**src/rtl/i2s_pkg.sv**
```systemverilog
// Shared encodings for the I2S DAC arbiter: source modes, last-source codes, FSM states.
package i2s_pkg;

    localparam int DATA_WIDTH_DEF = 16;

    typedef enum logic [1:0] {
        MODE_FIXED = 2'b00,
        MODE_RR    = 2'b01,
        MODE_MIX   = 2'b10,
        MODE_MUTE  = 2'b11
    } mode_e;

    typedef enum logic [1:0] {
        SRC_NONE = 2'b00,
        SRC_A    = 2'b01,
        SRC_B    = 2'b10,
        SRC_MIX  = 2'b11
    } src_e;

    typedef enum logic [1:0] {
        ST_IDLE    = 2'b00,
        ST_LOAD    = 2'b01,
        ST_PRESENT = 2'b10
    } state_e;

endpackage

```
**src/rtl/i2s_dac_arbiter_sat_add.sv**
```systemverilog
// Signed two's-complement adder that clamps to the representable range instead of wrapping.
module sat_add
    import i2s_pkg::*;
#(
    parameter int DATA_WIDTH = DATA_WIDTH_DEF
) (
    input  logic [DATA_WIDTH-1:0] a,
    input  logic [DATA_WIDTH-1:0] b,
    output logic [DATA_WIDTH-1:0] sum
);

    logic [DATA_WIDTH:0] wide;

    assign wide = {a[DATA_WIDTH-1], a} + {b[DATA_WIDTH-1], b};

    // Overflow shows up as the two top bits of the sign-extended sum disagreeing.
    always_comb begin
        sum = wide[DATA_WIDTH-1:0];
        if (wide[DATA_WIDTH] != wide[DATA_WIDTH-1]) begin
            sum = wide[DATA_WIDTH] ? {1'b1, {(DATA_WIDTH-1){1'b0}}}
                                   : {1'b0, {(DATA_WIDTH-1){1'b1}}};
        end
    end

endmodule

```
**src/rtl/i2s_dac_arbiter.sv**
```systemverilog
// Two-source arbiter feeding the I2S DAC: fixed priority, round-robin, saturating mix or mute,
// with one-entry holds per source and zero-fill on sink starvation.
module i2s_dac_arbiter
    import i2s_pkg::*;
#(
    parameter int DATA_WIDTH = DATA_WIDTH_DEF
) (
    input  logic                  clk,
    input  logic                  rst_n,
    input  logic [1:0]            mode,
    input  logic [DATA_WIDTH-1:0] a_data,
    input  logic                  a_valid,
    output logic                  a_ready,
    input  logic [DATA_WIDTH-1:0] b_data,
    input  logic                  b_valid,
    output logic                  b_ready,
    output logic [DATA_WIDTH-1:0] out_data,
    output logic                  out_valid,
    input  logic                  out_ready,
    output logic [1:0]            last_src,
    output logic [15:0]           underrun_cnt
);

    mode_e                 md;
    state_e                state;
    src_e                  sel;
    src_e                  pick;
    logic                  mute;
    logic                  rr_b;
    logic [DATA_WIDTH-1:0] hold_a;
    logic [DATA_WIDTH-1:0] hold_b;
    logic                  hold_a_full;
    logic                  hold_b_full;
    logic                  a_take;
    logic                  b_take;
    logic                  a_avail;
    logic                  b_avail;
    logic                  a_clr;
    logic                  b_clr;
    logic                  eligible;
    logic [DATA_WIDTH-1:0] mix_a;
    logic [DATA_WIDTH-1:0] mix_b;
    logic [DATA_WIDTH-1:0] mix_sum;

    assign md   = mode_e'(mode);
    assign mute = (md == MODE_MUTE);

    assign a_ready = mute || !hold_a_full;
    assign b_ready = mute || !hold_b_full;

    // Muted handshakes complete but the sample is dropped on the floor.
    assign a_take = a_valid && a_ready && !mute;
    assign b_take = b_valid && b_ready && !mute;

    // An arriving sample counts for the IDLE decision so accept-to-valid stays at 2 clk.
    assign a_avail = hold_a_full || a_take;
    assign b_avail = hold_b_full || b_take;

    always_comb begin
        pick = SRC_NONE;
        case (md)
            MODE_FIXED: begin
                if (a_avail)      pick = SRC_A;
                else if (b_avail) pick = SRC_B;
            end
            MODE_RR: begin
                if (a_avail && b_avail) pick = rr_b ? SRC_B : SRC_A;
                else if (a_avail)       pick = SRC_A;
                else if (b_avail)       pick = SRC_B;
            end
            MODE_MIX: begin
                if ((a_avail && b_avail) || (out_ready && (a_avail || b_avail)))
                    pick = SRC_MIX;
            end
            default: pick = SRC_NONE;
        endcase
    end

    assign eligible = (pick != SRC_NONE);

    assign a_clr = (state == ST_LOAD) && ((sel == SRC_A) || (sel == SRC_MIX));
    assign b_clr = (state == ST_LOAD) && ((sel == SRC_B) || (sel == SRC_MIX));

    // Hold flags are stable between IDLE and LOAD, so they tell which mix operands exist.
    assign mix_a = hold_a_full ? hold_a : '0;
    assign mix_b = hold_b_full ? hold_b : '0;

    sat_add #(.DATA_WIDTH(DATA_WIDTH)) u_sat_add (
        .a   (mix_a),
        .b   (mix_b),
        .sum (mix_sum)
    );

    // A refill landing on the consuming cycle wins over the clear.
    always_ff @(posedge clk) begin
        if (!rst_n) begin
            hold_a      <= '0;
            hold_b      <= '0;
            hold_a_full <= 1'b0;
            hold_b_full <= 1'b0;
        end else begin
            if (a_take) begin
                hold_a      <= a_data;
                hold_a_full <= 1'b1;
            end else if (a_clr) begin
                hold_a_full <= 1'b0;
            end
            if (b_take) begin
                hold_b      <= b_data;
                hold_b_full <= 1'b1;
            end else if (b_clr) begin
                hold_b_full <= 1'b0;
            end
        end
    end

    always_ff @(posedge clk) begin
        if (!rst_n) begin
            state        <= ST_IDLE;
            sel          <= SRC_NONE;
            rr_b         <= 1'b0;
            out_data     <= '0;
            out_valid    <= 1'b0;
            last_src     <= SRC_NONE;
            underrun_cnt <= '0;
        end else begin
            case (state)
                ST_IDLE: begin
                    if (eligible || out_ready) begin
                        sel   <= pick;
                        state <= ST_LOAD;
                        if (!eligible && !mute && underrun_cnt != 16'hFFFF)
                            underrun_cnt <= underrun_cnt + 16'd1;
                    end
                end
                ST_LOAD: begin
                    case (sel)
                        SRC_A: begin
                            out_data <= hold_a;
                            rr_b     <= 1'b1;
                        end
                        SRC_B: begin
                            out_data <= hold_b;
                            rr_b     <= 1'b0;
                        end
                        SRC_MIX: out_data <= mix_sum;
                        default: out_data <= '0;
                    endcase
                    out_valid <= 1'b1;
                    state     <= ST_PRESENT;
                end
                ST_PRESENT: begin
                    if (out_ready) begin
                        last_src  <= sel;
                        out_valid <= 1'b0;
                        state     <= ST_IDLE;
                    end
                end
                default: begin
                    out_valid <= 1'b0;
                    state     <= ST_IDLE;
                end
            endcase
        end
    end

endmodule

```
**config.mk**
```make
export PLATFORM = sky130hd
export DESIGN_NAME = i2s_dac_arbiter
export DESIGN_NICKNAME = d
export VERILOG_FILES = /design/src/rtl/i2s_pkg.sv /design/src/rtl/i2s_dac_arbiter_sat_add.sv /design/src/rtl/i2s_dac_arbiter.sv
export SDC_FILE = /design/constraint.sdc
export NUM_CORES = 1
export LEC_CHECK = 0
export ABC_CLOCK_PERIOD_IN_PS = 5400
export CORE_AREA = 2 2 92 94
export DETAILED_ROUTE_END_ITERATION = 10
export DIE_AREA = 0 0 94 96
export PLACE_DENSITY = 0.82
export SYNTH_ARGS = -nofsm -noshare
export SYNTH_HDL_FRONTEND = slang
export SYNTH_SLANG_ARGS = --single-unit
```
**constraint.sdc**
```tcl
create_clock -name clk -period 5.4 [get_ports clk]
set_clock_uncertainty 0.15 [all_clocks]
set_input_delay 1.35 -clock clk [delete_from_list [all_inputs] [get_ports clk]]
set_output_delay 1.35 -clock clk [all_outputs]
set_load 0.01 [all_outputs]
```
After elaboration in Yosys (flattened, before gate mapping)

Cells that the tools add are included.

Output and inout port bits: 37
Input bits: 39
Word-level logic and storage cells: 82
Flip-flop bits (word level): 74

Reductions and logical operators: 35
Equality and inequality tests: 12
Muxes and demuxes: 21
Add/sub/neg operators: 2
Bitwise logic cells: 1

Operators by type and width:

| kind                                                            | number |
|---|---|
| 16-bit two-way mux                                              | 4 |
| 16-bit case mux with 3 select lines                             | 1 |
| 16-bit by 16-bit adder with 17-bit output                       | 1 |
| 16-bit by 1-bit adder with 16-bit output, second input constant | 1 |
| 16-bit != test, second input constant                           | 1 |
| 2-bit two-way mux                                               | 7 |
| 2-bit case mux with 3 select lines                              | 2 |
| 2-bit == test, second input constant                            | 5 |
| 1-bit logical AND                                               | 10 |
| 2-bit AND reduction                                             | 5 |
| 1-bit logical OR                                                | 9 |
| 2-bit nonzero test                                              | 4 |
| 2-bit by 1-bit == test with 1-bit output, second input constant | 3 |
| 1-bit two-way mux                                               | 5 |
| 1-bit logical NOT                                               | 4 |
| 2-bit logical NOT                                               | 2 |
| 2-bit != test, second input constant                            | 2 |
| 1-bit case mux with 3 select lines                              | 1 |
| 3-bit AND reduction                                             | 1 |
| 1-bit case mux with 2 select lines                              | 1 |
| 1-bit != test                                                   | 1 |
| 1-bit NOT                                                       | 1 |

Longest topological paths before layout

Depth after elaboration: 15
Mapped depth: 13
Gate-level depth less buffers: 10

Hierarchy

Synthesis repeated with hierarchy kept, for this count alone.

Cell total of the unflattened synthesis: 611
Area total of the unflattened synthesis: 4810.9 um^2

By module, submodules not included:

| module          | cells each | sequential area each (um^2) | times used | area an instance (um^2) |
|---|---|---|---|---|
| i2s_dac_arbiter | 426        | 1481.4                      | 1          | 3445.8 |
| sat_add         | 185        | 0.0                         | 1          | 1365.1 |

Worst setup path before layout

OpenSTA, ideal clock, no wires.

Path kind: reg2reg
Start point: register hold_a_full
End point: register out_data[7]
Stages on the path, launching flop included: 14
Slack: 2.030 ns
Required time: 5.128 ns
Arrival: 3.098 ns
Buffers on the path: 3
Setup time: 0.122 ns
Period minus slack after synthesis: 3.370 ns
Path through: dfxtp_1 -> clkbuf_1 -> clkbuf_1 -> and2_1 -> ha_1 -> fa_1 -> a21o_1 -> a221oi_1 -> o21ai_1 -> a31oi_1 -> a21oi_1 -> clkbuf_1 -> o21ai_0 -> a21oi_1

Word-level cells in the longest chain between the ends: 5
Elaborated cells on any way between the ends: 6
Those cells by class: 1 x add/sub; 1 x eq/ne; 4 x mux

Ends and longest elaborated chain:

| element                                                    | line                                                         | source |
|---|---|---|
| start: declaration                                         | i2s_dac_arbiter.sv:32                                        | `logic hold_a_full;` |
| start signal: assignment                                   | i2s_dac_arbiter.sv:99                                        | `hold_a_full <= 1'b0;` |
| start signal: assignment                                   | i2s_dac_arbiter.sv:104                                       | `hold_a_full <= 1'b1;` |
| start signal: assignment                                   | i2s_dac_arbiter.sv:106                                       | `hold_a_full <= 1'b0;` |
| 16-bit two-way mux *                                       | i2s_dac_arbiter.sv:85                                        | `assign mix_a = hold_a_full ? hold_a : '0;` |
| 16-bit by 16-bit adder with 17-bit output *                | i2s_dac_arbiter_sat_add.sv:14                                | `assign wide = {a[DATA_WIDTH-1], a} + {b[DATA_WIDTH-1], b};` |
| 16-bit two-way mux / 1-bit != test (equally long branches) | i2s_dac_arbiter_sat_add.sv:20, i2s_dac_arbiter_sat_add.sv:19 |  |
| 16-bit two-way mux *                                       | i2s_dac_arbiter_sat_add.sv:19                                | `if (wide[DATA_WIDTH] != wide[DATA_WIDTH-1]) begin` |
| 16-bit case mux with 3 select lines *                      | i2s_dac_arbiter.sv:137                                       | `case (sel)` |
| end signal: assignment                                     | i2s_dac_arbiter.sv:139                                       | `out_data <= hold_a;` |
| end signal: assignment                                     | i2s_dac_arbiter.sv:143                                       | `out_data <= hold_b;` |
| end signal: assignment                                     | i2s_dac_arbiter.sv:146                                       | `SRC_MIX: out_data <= mix_sum;` |
| end: declaration                                           | i2s_dac_arbiter.sv:17                                        | `output logic [DATA_WIDTH-1:0] out_data,` |

Every way passes the cells marked *; elsewhere a longest branch is shown, timed or not.
A chain may end at the register's enable or synchronous reset.

Worst setup path after layout

Start point: input port mode[1]
End point: register underrun_cnt[15]

Word-level cells in the longest chain between the ends: 15
Elaborated cells on any way between the ends: 28
Those cells by class: 3 x eq/ne; 5 x mux; 20 x reduce/logical

Ends and longest elaborated chain:

| element                                                  | line                                         | source |
|---|---|---|
| start: declaration                                       | i2s_dac_arbiter.sv:10                        | `input logic [1:0] mode,` |
| 2-bit == test                                            | i2s_dac_arbiter.sv:46                        | `assign mute = (md == MODE_MUTE);` |
| 1-bit logical OR, on equally long branches               | i2s_dac_arbiter.sv:48, i2s_dac_arbiter.sv:49 |  |
| 1-bit logical AND, on equally long branches (2 in a row) | i2s_dac_arbiter.sv:52, i2s_dac_arbiter.sv:53 |  |
| 1-bit logical OR, on equally long branches               | i2s_dac_arbiter.sv:56, i2s_dac_arbiter.sv:57 |  |
| 1-bit logical OR                                         | i2s_dac_arbiter.sv:72                        | `if ((a_avail && b_avail) \|\| (out_ready && (a_avail \|\| b_avail)))` |
| 1-bit logical AND                                        | i2s_dac_arbiter.sv:72                        |  |
| 1-bit logical OR                                         | i2s_dac_arbiter.sv:72                        |  |
| 2-bit two-way mux                                        | i2s_dac_arbiter.sv:72                        |  |
| 2-bit case mux with 3 select lines                       | i2s_dac_arbiter.sv:61                        | `case (md)` |
| 2-bit nonzero test                                       | i2s_dac_arbiter.sv:79                        | `assign eligible = (pick != SRC_NONE);` |
| 1-bit logical NOT                                        | i2s_dac_arbiter.sv:132                       | `if (!eligible && !mute && underrun_cnt != 16'hFFFF)` |
| 1-bit logical AND (2 in a row)                           | i2s_dac_arbiter.sv:132                       |  |
| 3-bit AND reduction (no source line) *                   | -                                            |  |
| end signal: assignment                                   | i2s_dac_arbiter.sv:133                       | `underrun_cnt <= underrun_cnt + 16'd1;` |
| end: declaration                                         | i2s_dac_arbiter.sv:21                        | `output logic [15:0] underrun_cnt` |

Marks and branches as above.

==> results.md <==
- Flop pwr share: approximately half
- Count leader, synth: nand2_1
- Die height: roughly 96 um
- Layout cells sized above 1: 5.48%
- CTS buffer count: 9
- Top cells by count, synth: nand2_1 (110), a21oi_1 (74), dfxtp_1 (74)
- Post-Synth Simple-Gate Area: 23.0%
- Max-slew headroom: 16.8%
- RSZ-0062 raised after global routing: false
- Primary FF master, synth: dfxtp_1
- Starting Density: 53.9%
- Synth area leaders: dfxtp_1 (34%), nand2_1 (9.5%), a21oi_1 (8.5%)
- Final Hold Fails: 0
- Initial antenna violation count: 0
- R2R cell count: 10
- Clk_lat worst skew: 0.35 ns
- Clock Pin Slew Worst Setup and Hold Paths: 0.08 ns
- Worst vdd ir: 0.157 mV
- Layout Cells excl Fill: 725
- WL final: around 11 mm
- Post-Syn Instances: 555
- Sw power: between 0.0003 and 0.0004 W
- Die footprint: 9020 sq um
- Part of the power in the clock network: 32.0%
- Nets@finish: approximately 680
- Comb pwr share: 17.3%
- Crit path kind: in2reg
- DRT antenna net count: 0
- P_leak: 2.07 nW
- Critical Path Source Type: primary input
- Row count: 33
- Worst Path Max Fanout: 12
- Routed length on met1: 4.82 mm
- Area growth from synthesis to layout: 22.3%
- Core area: 8050 sq um
- Xor and xnor area share after synthesis: 3.84%
- R2r startpoint: hold_a_full$_SDFFE_PN0P_
- GRT Overall Usage: 25.1%
- Met3 wire length: approximately 840 um
- Ant diodes: 0
- Post-synth EDFFs: 0
- Cell area after synthesis: approximately 4300 sq um
- Pre-Repair DR Iteration Count: 5
- Status: finished, final reports clean
- CP endpoint: underrun_cnt[15]$_SDFFE_PN0P_
- Top layer in use: met4
- Post-CTS setup buffer count: 0
- Largest net degree at the start of global routing: 47
- WHS Path Cells: 2
- Power Density: around 220 nW/um^2
- Fraction of the mapped netlist area in adder cells: 7.01%
- Synth area leader: dfxtp_1
- Main combinational cell family by area after synthesis: compound AO/OA/AOI/OAI gates
- Vias in the first global route: 4044
- Setup violators final: 0
- HP Class: reg2reg
- Fmax: 0.228 GHz
- Mapped Nets: between 600 and 700
- Worst-Margin Slew: about 1.2 ns
- Final worst path period need: 4.39 ns
- Post-CTS Resized: 0
- Yosys top cell area share: 34.2%
- Worst Setup SP: mode[1]
- Longest Clk Path Bufs: 2
- Via-to-Cell Ratio: 5.88
- # clock sinks: 74
- Root buffer cell: clkbuf_8
- CTS tree: built
- Via count: between 4000 and 5000
- CP endpoint kind: register
- Syn Area/Cell: 7.82 sq um
- H-tree lvl count: 3
- Hold buffer count at cts: 0
- Routability Congestion: 0.940
- Total gr overflow: 0
- Die X: 94 um
- Post-route clock period utilization: 81.4%
- Internal power: 0.000821 W
- Final Max Slew Viols: 0
- Max_cap viols: 0
- Mux share of post-synthesis cell area: 1.38%
- R2R Setup Slk: ~1.2 ns
- Switch share: 30.3%
- Design Power: approximately 0.0012 W
- Hold Slack: 0.320 ns
- HPWL Detailed: 8.17 mm
- First-pass GRT wire length: 18.0 mm
- Yosys warning count: 0
- Synth async-reset ratio: 0%
- 1st-iter DRT viols: 308
- IO buf count: 75
- I/O pin total: 76
- Critical Path RT: 5.53 ns
- WL met2: 5.09 mm
- Sequential share of the synthesized area: about 34%
- Final Cell Area: 5300 sq um
- Inst Count DP: 709
- Synth unique cells: 54
- R2R Path End: out_data[10]$_SDFFE_PN0P_
- Synth Area in Compound Gates: 26.6%
- DP Area: 5130 sq um
- TNS Setup: 0 ns
- Seq cells post-synth: between 70 and 80
- DRC viols: 0
- CP Data Arrival Time: 4.53 ns
- WL/cell: 15.1 um
==> logic make-up after synthesis <==
family                     after synthesis
and+or+nand+nor                        211
AOI/OAI and AO/OA                      175
DFF                                     74
buffers and inverters                   46
adders and majority gates               24
xor gates and xnor gates                19
muxes                                    6
==> per-layer routing <==
metal,global-route usage (%),vias to the layer above
li1,-,2096
met1,30.9,1974
met2,43.3,173
met3,5.09,19
met4,9.54,0
met5,0,-
==> registers in the layout, indices dropped and copies added, names as in the netlist, 2 cells and up <==
| register | cells |
|---|---|
| hold_b | 16 |
| underrun_cnt | 16 |
| sel | 2 |
| state | 2 |
| out_data | 16 |
| last_src | 2 |
| hold_a | 16 |
==> worst min path at each step <==
stage | slack, ns | end | startpoint
finish | 0.32 | hold_b[14]$_SDFFE_PN0P_ | hold_b[14]$_SDFFE_PN0P_
global route | 0.35 | out_valid$_SDFFE_PN0P_ | out_valid$_SDFFE_PN0P_
CTS | 0.32 | hold_b[4]$_SDFFE_PN0P_ | hold_b[4]$_SDFFE_PN0P_
detailed placement | 0.31 | hold_b[4]$_SDFFE_PN0P_ | hold_b[4]$_SDFFE_PN0P_
global placement | 0.31 | hold_b[9]$_SDFFE_PN0P_ | hold_b[9]$_SDFFE_PN0P_
floorplan | 0.29 | hold_a[0]$_SDFFE_PN0P_ | hold_a[0]$_SDFFE_PN0P_
==> area by class of cell <==
cell class	count	area, sq um
clock buffers	9	124
clock inverters	7	46.3
inverters	16	60.1
repair buffers	79	781
well taps	105	131
flip-flops and latches	74	1480
multi-input cells	435	2680
fillers	720	2750
==> power by group through the flow <==
stage	combinational, W	clock [W]	sequential [W]
2_1_floorplan	0.000132	0	0.000598
3_3_place_gp	0.000195	0	0.000607
3_5_place_dp	0.000201	0	0.000609
4_1_cts	0.000202	0.000385	0.000596
5_1_grt	0.000224	0.000408	0.000600
6_report	0.000204	0.000377	0.000597
==> critical path: stages <==
cell,delay [ns]
clkdlybuf4s50_1,0.64
nand2_2,0.19
a21o_1,0.28
maj3_2,0.36
a311oi_4,0.50
nand3_1,0.57
or3_1,0.50
a21oi_1,0.14
==> cell usage in the layout (no fill, tap or decap), drive strengths merged, types with 5 or more instances in the layout <==
| cell type | Yosys | routed |
|---|---|---|
| dfxtp | 74 | 74 |
| xnor2 | 10 | 10 |
| o31ai | 5 | 5 |
| clkdlybuf4s50 | 0 | 75 |
| clkbuf | 27 | 9 |
| nand2b | 8 | 8 |
| ha | 21 | 21 |
| a21o | 13 | 13 |
| xor2 | 9 | 9 |
| nand3 | 10 | 10 |
| o221ai | 9 | 9 |
| nor2 | 20 | 20 |
| nand2 | 112 | 112 |
| a22oi | 13 | 13 |
| nand4 | 7 | 7 |
| a21oi | 74 | 74 |
| mux2i | 6 | 6 |
| o21ai | 25 | 25 |
| and2 | 34 | 34 |
| o311ai | 8 | 8 |
| inv | 16 | 16 |
==> stage by stage <==
step	util [%]	setup WS [ns]
after detailed placement	63.8	0.685
after global routing	65.9	0.816
after global placement	63.8	0.813
final	65.9	1.01
after floorplan	-	2.03
after CTS	65.9	1.06
(Power assumes the default switching activity.)
